--- src/rtl/midi_event_sched.sv ---
// MIDI byte-stream parser feeding an event queue that is drained as Avalon-MM writes into the synth register map.
// Optional macro ALL_NOTES_OFF_EN: CC 123 queues a sweep entry that writes zero to all 128 key registers.
module midi_event_sched #(
    parameter int FIFO_DEPTH = 16,
    parameter int CHANNEL    = 0,
    parameter int OMNI       = 1,
    parameter int CC_BASE    = 20,
    parameter int CC_SHIFT   = 13
) (
    input  logic        CLK,
    input  logic        RESET_N,
    input  logic        BYTE_VALID,
    input  logic [7:0]  BYTE_DATA,
    output logic        BYTE_READY,
    output logic        AVL_WRITE,
    output logic [7:0]  AVL_ADDR,
    output logic [31:0] AVL_WRITEDATA,
    input  logic        AVL_WAITREQUEST,
    output logic        BUSY,
    output logic        EVT_DROPPED
);
    localparam int AW = $clog2(FIFO_DEPTH);
`ifdef ALL_NOTES_OFF_EN
    localparam int EW = 29;
`else
    localparam int EW = 28;
`endif
    localparam logic [7:0]  CC_LO      = 8'(CC_BASE);
    localparam logic [7:0]  CC_HI      = 8'(CC_BASE + 6);
    localparam logic [AW:0] FULL_COUNT = (AW + 1)'(FIFO_DEPTH);

`ifdef ALL_NOTES_OFF_EN
    typedef enum logic [1:0] {S_IDLE, S_LOAD, S_WRITE, S_SWEEP} state_t;
`else
    typedef enum logic [1:0] {S_IDLE, S_LOAD, S_WRITE} state_t;
`endif

    function automatic logic [EW-1:0] key_entry(input logic [6:0] key, input logic [6:0] vel);
        logic [EW-1:0] e;
        e = '0;
        e[27:20] = {1'b0, key};
        e[19:0]  = (vel == 7'd0) ? 20'd0 : {12'd0, 1'b1, vel};
        return e;
    endfunction

    function automatic logic [EW-1:0] cc_entry(input logic [6:0] num, input logic [6:0] val);
        logic [EW-1:0] e;
        logic [7:0]    idx;
        idx = {1'b0, num} - CC_LO;
        e = '0;
        e[27:20] = {1'b1, 4'h0, idx[2:0]};
        e[19:0]  = {13'd0, val} << CC_SHIFT;
        return e;
    endfunction

    // Parser state: current channel status, and first data byte of a two-byte message
    logic          st_vld;
    logic [2:0]    st_kind;
    logic [3:0]    st_chan;
    logic          have_first;
    logic [6:0]    byte1;
    logic          accept, is_rt, is_sys, one_byte, chan_ok, msg_done;
    logic          evt_push, evt_drop;
    logic [EW-1:0] evt_entry;

    assign accept   = BYTE_VALID && BYTE_READY;
    assign is_rt    = (BYTE_DATA[7:3] == 5'b11111);
    assign is_sys   = (BYTE_DATA[7:4] == 4'hF) && !is_rt;
    assign one_byte = (st_kind == 3'd4) || (st_kind == 3'd5);
    assign chan_ok  = (OMNI != 0) || (st_chan == 4'(CHANNEL));
    assign msg_done = accept && !BYTE_DATA[7] && st_vld && (one_byte || have_first);

    always_ff @(posedge CLK or negedge RESET_N) begin
        if (!RESET_N) begin
            st_vld     <= 1'b0;
            st_kind    <= 3'd0;
            st_chan    <= 4'd0;
            have_first <= 1'b0;
        end else if (accept && !is_rt) begin
            if (is_sys) begin
                st_vld     <= 1'b0;
                have_first <= 1'b0;
            end else if (BYTE_DATA[7]) begin
                st_vld     <= 1'b1;
                st_kind    <= BYTE_DATA[6:4];
                st_chan    <= BYTE_DATA[3:0];
                have_first <= 1'b0;
            end else if (st_vld && !one_byte) begin
                have_first <= !have_first;
            end
        end
    end

    always_ff @(posedge CLK) begin
        if (accept && !BYTE_DATA[7] && st_vld && !one_byte && !have_first)
            byte1 <= BYTE_DATA[6:0];
    end

    always_comb begin
        evt_push  = 1'b0;
        evt_drop  = 1'b0;
        evt_entry = '0;
        if (msg_done && !one_byte) begin
            case (st_kind)
                3'd0: begin
                    evt_push  = 1'b1;
                    evt_entry = key_entry(byte1, 7'd0);
                end
                3'd1: begin
                    evt_push  = 1'b1;
                    evt_entry = key_entry(byte1, BYTE_DATA[6:0]);
                end
                3'd3: begin
                    if ({1'b0, byte1} >= CC_LO && {1'b0, byte1} <= CC_HI) begin
                        evt_push  = 1'b1;
                        evt_entry = cc_entry(byte1, BYTE_DATA[6:0]);
                    end else begin
                        evt_drop = 1'b1;
                    end
`ifdef ALL_NOTES_OFF_EN
                    if (byte1 == 7'd123) begin
                        evt_push  = 1'b1;
                        evt_drop  = 1'b0;
                        evt_entry = {1'b1, 28'd0};
                    end
`endif
                end
                default: ;
            endcase
            // Aftertouch / pitch bend never reach here as events, so only real events get filtered
            if (!chan_ok && (st_kind == 3'd0 || st_kind == 3'd1 || st_kind == 3'd3)) begin
                evt_push = 1'b0;
                evt_drop = 1'b1;
            end
        end
    end

    // ---- stage p0: decoded event, pushed into the queue one cycle after the final byte
    logic          evt_vld_p0;
    logic          evt_drop_p0;
    logic [EW-1:0] evt_entry_p0;

    always_ff @(posedge CLK or negedge RESET_N) begin
        if (!RESET_N) begin
            evt_vld_p0  <= 1'b0;
            evt_drop_p0 <= 1'b0;
        end else begin
            evt_vld_p0  <= evt_push;
            evt_drop_p0 <= evt_drop;
        end
    end

    always_ff @(posedge CLK) begin
        if (evt_push)
            evt_entry_p0 <= evt_entry;
    end

    assign EVT_DROPPED = evt_drop_p0;

    // ---- event queue
    logic [EW-1:0] fifo_mem [FIFO_DEPTH];
    logic [AW-1:0] wr_ptr, rd_ptr;
    logic [AW:0]   count, count_next;
    logic [EW-1:0] head;
    logic          push, pop, fifo_avail;
    state_t        state, state_next;

    assign push       = evt_vld_p0 && (count != FULL_COUNT);
    assign pop        = (state == S_LOAD) && (count != '0);
    assign count_next = count + (AW + 1)'(push) - (AW + 1)'(pop);
    assign head       = fifo_mem[rd_ptr];
    assign fifo_avail = (count != '0) || push;

    always_ff @(posedge CLK) begin
        if (push)
            fifo_mem[wr_ptr] <= evt_entry_p0;
    end

    always_ff @(posedge CLK or negedge RESET_N) begin
        if (!RESET_N) begin
            wr_ptr     <= '0;
            rd_ptr     <= '0;
            count      <= '0;
            BYTE_READY <= 1'b0;
        end else begin
            if (push)
                wr_ptr <= wr_ptr + AW'(1);
            if (pop)
                rd_ptr <= rd_ptr + AW'(1);
            count      <= count_next;
            BYTE_READY <= (count_next != FULL_COUNT);
        end
    end

    // ---- writer FSM
    logic [19:0] wdata;

    always_ff @(posedge CLK or negedge RESET_N) begin
        if (!RESET_N)
            state <= S_IDLE;
        else
            state <= state_next;
    end

    always_comb begin
        state_next = state;
        AVL_WRITE  = 1'b0;
        case (state)
            S_IDLE: begin
                if (fifo_avail)
                    state_next = S_LOAD;
            end
            S_LOAD: begin
                if (count == '0)
                    state_next = S_IDLE;
`ifdef ALL_NOTES_OFF_EN
                else if (head[28])
                    state_next = S_SWEEP;
`endif
                else
                    state_next = S_WRITE;
            end
            S_WRITE: begin
                AVL_WRITE = 1'b1;
                if (!AVL_WAITREQUEST)
                    state_next = fifo_avail ? S_LOAD : S_IDLE;
            end
`ifdef ALL_NOTES_OFF_EN
            S_SWEEP: begin
                AVL_WRITE = 1'b1;
                if (!AVL_WAITREQUEST && AVL_ADDR == 8'd127)
                    state_next = S_IDLE;
            end
`endif
            default: state_next = S_IDLE;
        endcase
    end

    // A sweep entry carries addr 0 / data 0, so loading it primes the first key write
    always_ff @(posedge CLK or negedge RESET_N) begin
        if (!RESET_N) begin
            AVL_ADDR <= 8'd0;
            wdata    <= 20'd0;
        end else if (pop) begin
            AVL_ADDR <= head[27:20];
            wdata    <= head[19:0];
        end
`ifdef ALL_NOTES_OFF_EN
        else if (state == S_SWEEP && !AVL_WAITREQUEST && AVL_ADDR != 8'd127) begin
            AVL_ADDR <= AVL_ADDR + 8'd1;
        end
`endif
    end

    assign AVL_WRITEDATA = {12'd0, wdata};
    assign BUSY          = (count != '0) || (state != S_IDLE);

endmodule

--- config.mk ---
export PLATFORM = sky130hd
export DESIGN_NAME = midi_event_sched
export DESIGN_NICKNAME = d
export VERILOG_FILES = /design/src/rtl/midi_event_sched.sv
export SDC_FILE = /design/constraint.sdc
export NUM_CORES = 1
export LEC_CHECK = 0
export CORE_UTILIZATION = 65
export CTS_CLUSTER_SIZE = 40
export DETAILED_ROUTE_END_ITERATION = 8
export GPL_TIMING_DRIVEN = 0
export MAX_ROUTING_LAYER = met4
export PLACE_DENSITY = 0.84
export RECOVER_POWER = 25
export SLEW_MARGIN = 30
export SYNTH_ARGS = -nofsm -noshare
export SYNTH_HDL_FRONTEND = slang
export SYNTH_SLANG_ARGS = --single-unit
--- constraint.sdc ---
create_clock -name CLK -period 10.4 [get_ports CLK]
set_clock_uncertainty 0.2 [all_clocks]
set_input_delay 1.04 -clock CLK [delete_from_list [all_inputs] [get_ports CLK]]
set_output_delay 1.04 -clock CLK [all_outputs]
set_load 0.01 [all_outputs]
==> impl_metrics.ini <==
[setup_path]
path_max_fanout = 3
critPathLaunch = count[2]
setup.worst_path.class = reg -> out
critPathBufInv = 2
crit_chain = inv_1 -> ha_1 -> or4b_4 -> or3_1 -> clkdlybuf4s50_1
required_ns = 9.16
worst_r2r_startpoint = count[2]
worst_path_dominant_cell_family = simple AND/OR/NAND/NOR gates
startpoint_type = flop
critPathMaxStageDelay_ns = 0.52
crit_slowest_cell = or4b_4
worstSetupEndpointType = output port
critPathArrivalTime_ns = 2.56

[worst_hold_path]
holdCritStartpoint = wdata[5]
hold_class = reg -> reg

[timing]
drv_slew = 0
hold_viol_final = 0
rsz0062_at_grt = false
period_needed_ns = 3.796
slew_headroom = 0.4292
tightestPinTransition_ns = 0.8563
period_share = 0.3650
finalSetupViolCount = 0
finalSetupTns_ns = 0
fmax_mhz = 263.4

[detailed_routing]
highest_layer = met4
wire_per_inst_um = 29.32
via_per_inst = 6.785
dr_wl_met2_um = 21180
drtAntennaViolNets = 0
wirelength_um = 42050
dr.pass1.iters = 7
met1Wirelength_um = 14860
first_iter_violations = 1309
vias = 9729
wl_met3_um = 4302
drc_errors = 8

[floorplanning]
fp.dieW_um = 165.8
fp.dieArea_um2 = 27490
rows = 59
core_um2 = 26210
initial_core_util = 0.6655
die_y_um = 165.8
io_pins = 56

[clock_network]
clkLatencyLatePin_ns = 0.54
cts_tree = yes
ctsHoldBuffers = 0
clkSinkCount = 444
clockBufferDepth = 3
root_buffer = clkbuf_16
cts_resized = 0
htreeDepth = 2
postCtsSetupRepairBufs = 0
cts_buffers = 42
clk_pin_slew_ns = 0.06

[cells_and_area]
antenna_cells = 0
fillers = 1235
area_growth_pct = 15.91
drive_gt1_frac = 0.1884
final_common_cell = edfxtp_1
nets = 1090
final_cell_mix = edfxtp_1 (398), mux2i_1 (92), a22oi_1 (69)

[synthesis]
yosys.area.top_type = edfxtp_1
synth-async-reset-ratio = 0.1036
synth_area_um2 = 17440
synth_ff_type = edfxtp_1
synth.avg_cell_area_um2 = 18.49
synthXorXnorAreaFrac = 0.004520
ys_ff_latch = 444
synthAdderAreaFrac = 0.009040
synth-compound-area-share = 0.03810
synth-edff-count = 398
synth.distinct_cells = 51
synthCells = 943
synth-simple-area-share = 0.05080
muxShareOfSynthArea = 0.1129
yosys_warnings = 0
yosys-top-cells-area = edfxtp_1 (69%), dfrtp_1 (6.6%), mux4_2 (5.9%), mux2i_1 (5.3%), a22oi_1 (3.0%)
synth_top_family_by_area = multiplexers
yosysSeqAreaShare = 0.7513
yosys.area.top_type_share = 0.6853

[grt]
gr-total-overflow = 0
antenna_found_initial = 0
grt_pass1_vias = 10100
grt_start_max_net_pins = 47
grt_usage = 0.3243
grt_pass1_wl_um = 62490

[pwr]
p_leak_nw = 7.229
p_per_area_nw_per_um2 = 245.5
power_w = 0.004963
ir_worst_vdd_mv = 0.2634

[placed_design]
gp_congestion = 0.8420
io_buffers = 38
hpwl_um = 24960

[status]
violations = DRC
outcome = finished, violations left

[job]
maxCapViolCount = 0
-- worst paths after layout --
path                                  to  slack (ns)  cells past startpoint
worst max-delay path                BUSY        6.60                      5
worst min-delay path            wdata[5]        0.28                      2
worst max register to register  count[4]        6.96                     14
worst min register to register  wdata[5]        0.28                      2
max in group asynchronous       wdata[7]        9.21                      1
min in group asynchronous       count[2]        0.33                      1
-- where the power goes --
part | leakage, nW | switching [W] | internal (W)
clock network | 0.667 | 0.000647 | 0.000864
logic | 2.29 | 0.000749 | 0.000610
registers | 4.27 | 0.0000917 | 0.00200
total | 7.23 | 0.00149 | 0.00347
-- stage by stage --
step | hold slack, ns | setup WS [ns] | instance area (um2) | util | cells
2_1_floorplan | 0.3109 | 6.882 | 17500 | - | 959
3_3_place_gp | 0.2742 | 5.467 | 18300 | 0.6983 | 1332
3_5_place_dp | 0.2654 | 6.933 | 18860 | 0.7197 | 1357
4_1_cts | 0.2789 | 6.587 | 20210 | 0.7713 | 1434
5_1_grt | 0.3286 | 6.533 | 20210 | 0.7713 | 1434
6_report | 0.2781 | 6.604 | 20210 | 0.7713 | 1434
-- area by class of cell --
cell class / count / area (um2) / share of cell area
plain buffers: 64 / 491.7 / 0.02433
clock buffers: 59 / 1209 / 0.05980
clock inverters: 18 / 143.9 / 0.007119
inverters: 23 / 86.33 / 0.004271
multi-input cells: 428 / 3940 / 0.1949
flip-flops and latches: 444 / 13100 / 0.6482
well taps: 335 / 419.2 / 0.02074
repair buffers: 63 / 820.8 / 0.04061
-- synthesized netlist by cell type, types with 4 or more instances --
cell type / number
buf_12: 4
dfrtp_1: 46
ha_1: 11
inv_1: 22
a22oi_1: 69
buf_2: 11
and2_1: 7
nor2_1: 21
buf_6: 11
and3_1: 7
mux2i_1: 92
buf_4: 21
nand3_1: 48
mux4_2: 46
nor3_1: 13
nand2_1: 37
nand2b_1: 4
clkbuf_1: 14
xnor2_1: 7
a21oi_1: 6
edfxtp_1: 398
o21ai_0: 4
-- kinds of logic (layout without fill, tap and decap cells) --
kind of cell / count (synthesis) / after routing
adders and majority gates: 12 / 12
xor gates and xnor gates: 9 / 9
DFF: 444 / 444
other: 1 / 17
buffers and inverters: 87 / 227
and+or+nand+nor: 160 / 160
AOI/OAI and AO/OA: 91 / 91
muxes: 139 / 139
-- flip-flops by register name (all words and copies together), names as in the netlist --
register,count
AVL_ADDR,8
state,2
st_kind,3
st_vld,1
wdata,15
evt_entry_p0,23
byte1,7
have_first,1
wr_ptr,4
rd_ptr,4
BYTE_READY,1
EVT_DROPPED,1
evt_vld_p0,1
fifo_mem,368
count,5
-- metal layers --
metal | global-route usage | vias up
li1 | - | 3955
met1 | 0.4117 | 4874
met2 | 0.5302 | 756
met3 | 0.04600 | 144
met4 | 0.1434 | 0
met5 | - | -
-- worst reg2reg max path: stages (launching register included) --
cell,delay [ns]
dfrtp_1,0.39
inv_1,0.09
ha_1,0.20
or4b_4,0.52
nand3b_4,0.20
inv_2,0.13
ha_1,0.30
inv_1,0.07
ha_1,0.16
inv_1,0.06
fa_1,0.43
nand2b_1,0.16
a21oi_1,0.16
o21ai_0,0.12
and2_1,0.16
Note: power is estimated with default switching activity, not from simulation.
